### src/rtl/core_s1_fetch.sv
// Stage-1 instruction fetch: owns the PC, keeps one icache request in flight and
// buffers the returned word for decode. Redirects flush the buffer and retire stale responses.
module core_s1_fetch #(
  parameter logic [31:0] RESET_PC = 32'h0000_0000
) (
  input  logic        clk,
  input  logic        rst_n,
  output logic        o_ic_req_valid,
  input  logic        i_ic_req_ready,
  output logic [31:0] o_ic_req_addr,
  input  logic        i_ic_rsp_valid,
  input  logic [31:0] i_ic_rsp_instr,
  input  logic        i_ic_rsp_fault,
  input  logic        i_redirect_valid,
  input  logic [31:0] i_redirect_pc,
  output logic        o_s2_valid,
  input  logic        i_s2_ready,
  output logic [31:0] o_s2_pc,
  output logic [31:0] o_s2_instr,
  output logic        o_s2_fault
);

  typedef enum logic [1:0] {
    S_FETCH = 2'd0,
    S_WAIT  = 2'd1,
    S_DROP  = 2'd2,
    S_HALT  = 2'd3
  } state_t;

  state_t      r_state;
  logic [31:0] r_pc;
  logic        r_s2_valid;
  logic [31:0] r_s2_pc;
  logic [31:0] r_s2_instr;
  logic        r_s2_fault;

  logic        w_issue;
  logic        w_hs;

  // Only issue when the buffer is empty or draining now, so a response always finds room.
  assign w_issue        = (r_state == S_FETCH) && (!r_s2_valid || i_s2_ready);
  assign w_hs           = w_issue && i_ic_req_ready;
  assign o_ic_req_valid = w_issue;
  assign o_ic_req_addr  = r_pc;
  assign o_s2_valid     = r_s2_valid;
  assign o_s2_pc        = r_s2_pc;
  assign o_s2_instr     = r_s2_instr;
  assign o_s2_fault     = r_s2_fault;

  // NOTE: sequential state uses non-blocking assignments so every flop samples pre-edge values.
  always_ff @(posedge clk or negedge rst_n) begin
    if (!rst_n) begin
      r_state    <= S_FETCH;
      r_pc       <= RESET_PC;
      r_s2_valid <= 1'b0;
      r_s2_pc    <= 32'h0;
      r_s2_instr <= 32'h0;
      r_s2_fault <= 1'b0;
    end else if (i_redirect_valid) begin
      r_pc       <= i_redirect_pc & ~32'h3;
      r_s2_valid <= 1'b0;
      // A request the cache already accepted must have its response swallowed in DROP.
      case (r_state)
        S_FETCH:        r_state <= w_hs ? S_DROP : S_FETCH;
        S_WAIT, S_DROP: r_state <= i_ic_rsp_valid ? S_FETCH : S_DROP;
        default:        r_state <= S_FETCH;
      endcase
    end else begin
      if (r_s2_valid && i_s2_ready) r_s2_valid <= 1'b0;
      case (r_state)
        S_FETCH: begin
          if (w_hs) r_state <= S_WAIT;
        end
        S_WAIT: begin
          if (i_ic_rsp_valid) begin
            r_s2_valid <= 1'b1;
            r_s2_pc    <= r_pc;
            r_s2_fault <= i_ic_rsp_fault;
            r_s2_instr <= i_ic_rsp_fault ? 32'h0 : i_ic_rsp_instr;
            if (i_ic_rsp_fault) begin
              r_state <= S_HALT;
            end else begin
              r_pc    <= r_pc + 32'd4;
              r_state <= S_FETCH;
            end
          end
        end
        S_DROP: begin
          if (i_ic_rsp_valid) r_state <= S_FETCH;
        end
        default: begin
        end
      endcase
    end
  end

  // The icache only answers requests it accepted, so a response with none outstanding is a bug.
  a_rsp_only_when_outstanding: assert property (
    @(posedge clk) disable iff (!rst_n)
    i_ic_rsp_valid |-> (r_state == S_WAIT || r_state == S_DROP)
  );

endmodule

### config.mk
export PLATFORM = sky130hd
export DESIGN_NAME = core_s1_fetch
export DESIGN_NICKNAME = d
export VERILOG_FILES = /design/src/rtl/core_s1_fetch.sv
export SDC_FILE = /design/constraint.sdc
export NUM_CORES = 1
export LEC_CHECK = 0
export CAP_MARGIN = 0
export CORE_MARGIN = 5
export CORE_UTILIZATION = 44
export DETAILED_ROUTE_END_ITERATION = 10
export GPL_TIMING_DRIVEN = 0
export PLACE_DENSITY = 0.89
export SLEW_MARGIN = 10
export SYNTH_ARGS = -nofsm -noshare
export SYNTH_HDL_FRONTEND = slang
export SYNTH_SLANG_ARGS = --single-unit
### constraint.sdc
create_clock -name clk -period 3.1 [get_ports clk]
set_input_delay 0.465 -clock clk [delete_from_list [all_inputs] [get_ports clk]]
set_output_delay 0.465 -clock clk [all_outputs]
set_load 0.1 [all_outputs]
Word level (Yosys, flattened, before mapping) --
Index checks and enable logic that the tools add are counted.
Word-level totals: bits in registers 100, input bits 71, word-level logic and storage cells 45
Cells by class: add/subtract/negate cells 1, equal/unequal tests 6, muxes and demuxes 18, bitwise operators 1, reduce and logical (&&, ||, !) cells 13
Operators with widths (count):
- $mux 32 | 5
- $add 32x3->32 const B | 1
- $mux 2 | 7
- $ne 3x3->1 const B | 3
- $pmux 2 s3 | 1
- $reduce_and 3->1 | 2
- $mux 1 | 4
- $pmux 2 s2 | 1
- $reduce_and 4->1 | 1
- $reduce_bool 2->1 | 2
- $reduce_bool 4->1 | 1
- $logic_and 1x1->1 | 3
- $eq 2x1->1 const B | 1
- $eq 2x2->1 const B | 1
- $logic_not 2->1 | 1
- $ne 2x1->1 const B | 1
- $reduce_or 2->1 | 1
- $logic_not 1->1 | 1
- $logic_or 1x1->1 | 1
- $not 1->1 | 1

Logic depth before layout (Yosys ltp) --
depth in word-level cells 7, mapped depth 8

Least setup slack after synthesis --
Ideal clock, no wire load.
path kind flip-flop to flip-flop, start reg r_pc[5] (netlist: o_ic_req_addr[5]), end reg r_pc[27] (netlist: o_ic_req_addr[27]), setup time 0.082 ns, data arrival time 2.578 ns, required time 3.018 ns, slack 0.440 ns, stages on the path, launching flop included 6, buffers on the path 1, period minus slack after synthesis 2.660 ns, path through dfrtp_1 nand3_2 or4_4 buf_6 or4_1 a31oi_1
On the way: longest elaborated chain between the ends 5
RTL lines:
- from (decl) | line 31 | logic [31:0] r_pc;
- from (signal assigned) | line 60 | r_pc <= i_redirect_pc & ~32'h3;
- from (signal assigned) | line 83 | r_pc <= r_pc + 32'd4;
- $add 32x3->32 | line 83
- $mux 32 | line 80 | if (i_ic_rsp_fault) begin
- $mux 32 | line 75 | if (i_ic_rsp_valid) begin
- $mux 32 | line 70 | case (r_state)
- $mux 32 | line 59 | end else if (i_redirect_valid) begin
Every way passes these cells. The select of a mux whose other input is x is not followed. A chain may end at the register's enable or synchronous reset.

Worst setup path in the final report --
start in i_s2_ready, end out o_ic_req_valid
On the way: longest elaborated chain between the ends 2
RTL lines:
- from (decl) | line 17 | input logic i_s2_ready,
- $logic_or 1x1->1 | line 41 | assign w_issue = (r_state == S_FETCH) && (!r_s2_valid || i_s2_ready);
- $logic_and 1x1->1 | line 41
- to (decl) | line 8 | output logic o_ic_req_valid,
Every way passes these cells.

==> results_dict.tcl <==
set metrics [dict create \
    status "complete, no violations" \
    clock_latency_ns 0.35 \
    coreArea_um2 9680 \
    grt_pass1_vias 3871 \
    fp-row-count 36 \
    overflow 0 \
    cp-end-kind "primary output" \
    cts-resized-gates 0 \
    tns_ns 0 \
    num_vias 3789 \
    place_congestion 0.811 \
    synth.area.top_cells "dfrtp_1, mux2_2, a22o_1" \
    syn-cell-area_um2 4330 \
    cts_tree "yes" \
    grtUsageTotal_pct 20.8 \
    maxSlewHeadroom_pct 31.8 \
    path_class "primary input to primary output" \
    io_buffers 163 \
    setup_viol 0 \
    avgSynthCellArea_um2 11.6 \
    hold_viol 0 \
    via_per_inst 5.48 \
    max_freq_mhz 354 \
    path_max_fanout 4 \
    yosys_warnings 0 \
    skew_ns 0.0157 \
    worst_slew_pin_slew_ns 1.02 \
    postCtsSetupRepairBufs 0 \
    synthArstFlopShare_pct 100 \
    ys_seq_elements 96 \
    first_pass_iters 4 \
    drv_slew 0 \
    clkTransAtPathRegs_ns 0.10 \
    drtAntennaViolNets 0 \
    drt_iter0_markers 166 \
    cts_max_level 3 \
    fp.dieH_um 109 \
    synth_seq_area_share_pct 55.4 \
    synthCells 375 \
    cts_buffer_depth 2 \
    hold_path_class "primary input to async pin" \
    ioPinCount 170 \
    drive_above_1_share_pct 12.5 \
    rsz0062_at_grt "no" \
    cap_violations 0 \
    grt_pass1_wl_um 19500 \
    die_area_um2 11900 \
    layout_min_cycle_time_ns 2.82 \
    holdBufCountCts 0 \
    cp-start-kind "primary input" \
    cp.required_ns 2.63 \
    grt_max_degree 51 \
    clock-sinks 96 \
    drc_errors 0 \
    totalWireLength_um 12400 \
    synth_top_area_share_pct 55.4 \
    cp.arrival_ns 2.36 \
    multi_input_area_um2 1760 \
    synthFlopType "dfrtp_1" \
    synth_edf_count 0 \
    dpl.hpwl_um 9460 \
    instances_no_fill 691 \
    root_buffer "clkbuf_8" \
    post-route-period-util_pct 91.1 \
    numCtsBuffers 9 \
    regArea_um2 2400 \
    nets 629 \
    synth_area_leader_cell "dfrtp_1" \
    placed_cells 675 \
    synthDistinctLibCells 46 \
    antenna_found_initial 0 \
    num-fill-cells 765 \
    avgRoutedWirePerCell_um 18.0 \
    initial_core_util_pct 44.8 \
    diodes 0 \
    fp.dieW_um 109 \
    area_growth_pct 46.5 \
]
worst paths after layout:
path	from	end	slack [ns]	depth (start not counted)
max	i_s2_ready	o_ic_req_valid	0.28	4
max in group asynchronous	rst_n	o_ic_req_addr[7]$_DFFE_PN0P_	2.31	2
min in group clk	o_s2_pc[19]$_DFFE_PN0P_	o_s2_pc[19]$_DFFE_PN0P_	0.50	2
max reg2reg	r_state[1]$_DFFE_PN0P_	o_ic_req_addr[26]$_DFFE_PN0P_	0.62	7
min reg2reg	o_s2_pc[19]$_DFFE_PN0P_	o_s2_pc[19]$_DFFE_PN0P_	0.50	2
min	rst_n	o_s2_pc[21]$_DFFE_PN0P_	0.12	1
cells by family (layout without fill, tap and decap cells):
group                    count (synthesis)  after routing  share of synthesized area, %
multiplexers                            30             30                          7.77
XOR/XNOR                                10             10                          2.02
adder cells (fa/ha/maj)                  5              5                          1.44
buffers and inverters                   34            214                          4.27
AO/OA/AOI/OAI                           87             87                          14.3
flip-flops                              96             96                          55.4
AND/OR/NAND/NOR                        112            112                          14.6
other                                    1              4                        0.0865
cells in the mapped netlist, types with 3 or more instances:
master	number
a21oi_1	4
a22o_1	32
a31oi_1	14
and3_1	3
buf_4	4
clkbuf_1	16
dfrtp_1	96
ha_1	5
inv_1	7
mux2_2	29
nand2_1	30
nand2b_1	3
nand3_1	15
nand4_1	9
nor2_1	15
nor4_1	3
o211ai_1	5
o21ai_0	18
o31ai_1	11
or3_2	3
or4_1	14
xnor2_1	7
xor2_1	3
sequential cells by signal (all words and copies together), names as in the netlist:
name and cells:
o_s2_instr 32, o_ic_req_addr 30, o_s2_pc 30, r_state 2, o_s2_fault 1, o_s2_valid 1
routing by layer:
layer | GRT usage (%) | routed length (um)
met4 | 8.19 | 297
met3 | 4.44 | 835
met2 | 34.8 | 6290
met5 | 0 | 0
met1 | 26.3 | 4980
stage by stage:
step	utilization (%)	setup slack, ns	instance area (um^2)	hold slack, ns
after detailed placement	63.7	0.236	6170	0.477
after floorplan	-	0.440	4350	0.169
after CTS	65.6	0.268	6350	0.128
after global placement	63.4	-1.86	6140	0.467
final	65.6	0.276	6350	0.115
after global routing	65.6	0.183	6350	0.151
worst max-delay path: stages:
cell and delay (ns):
clkdlybuf4s50_1 0.46, nand2b_1 0.16, and2_1 0.15, clkdlybuf4s50_1 1.12
placed cells by master (no fill, tap or decap), drive strengths merged, types with 2 or more instances in the layout:
| cell type | instances |
|---|---|
| a21oi | 4 |
| a22o | 32 |
| a31oi | 14 |
| and3 | 5 |
| and4 | 2 |
| buf | 9 |
| clkbuf | 28 |
| clkdlybuf4s50 | 162 |
| clkinv | 5 |
| conb | 4 |
| dfrtp | 96 |
| ha | 5 |
| inv | 8 |
| mux2 | 29 |
| nand2 | 30 |
| nand2b | 3 |
| nand3 | 16 |
| nand3b | 2 |
| nand4 | 9 |
| nor2 | 15 |
| nor3 | 2 |
| nor4 | 3 |
| o211ai | 5 |
| o21ai | 18 |
| o31ai | 11 |
| or3 | 4 |
| or4 | 18 |
| xnor2 | 7 |
| xor2 | 3 |
cell type report:
type / count / area share, %
multi-input combinational: 248 / 27.7
clock buffer: 10 / 2.17
tap: 133 / 2.62
timing repair buffer: 164 / 26.1
sequential: 96 / 37.8
buffer: 26 / 2.44
clock inverter: 6 / 0.690
inverter: 8 / 0.473
Power is not shown: default switching activity piles up to over one toggle a cycle in this logic, so the estimate is an artifact.
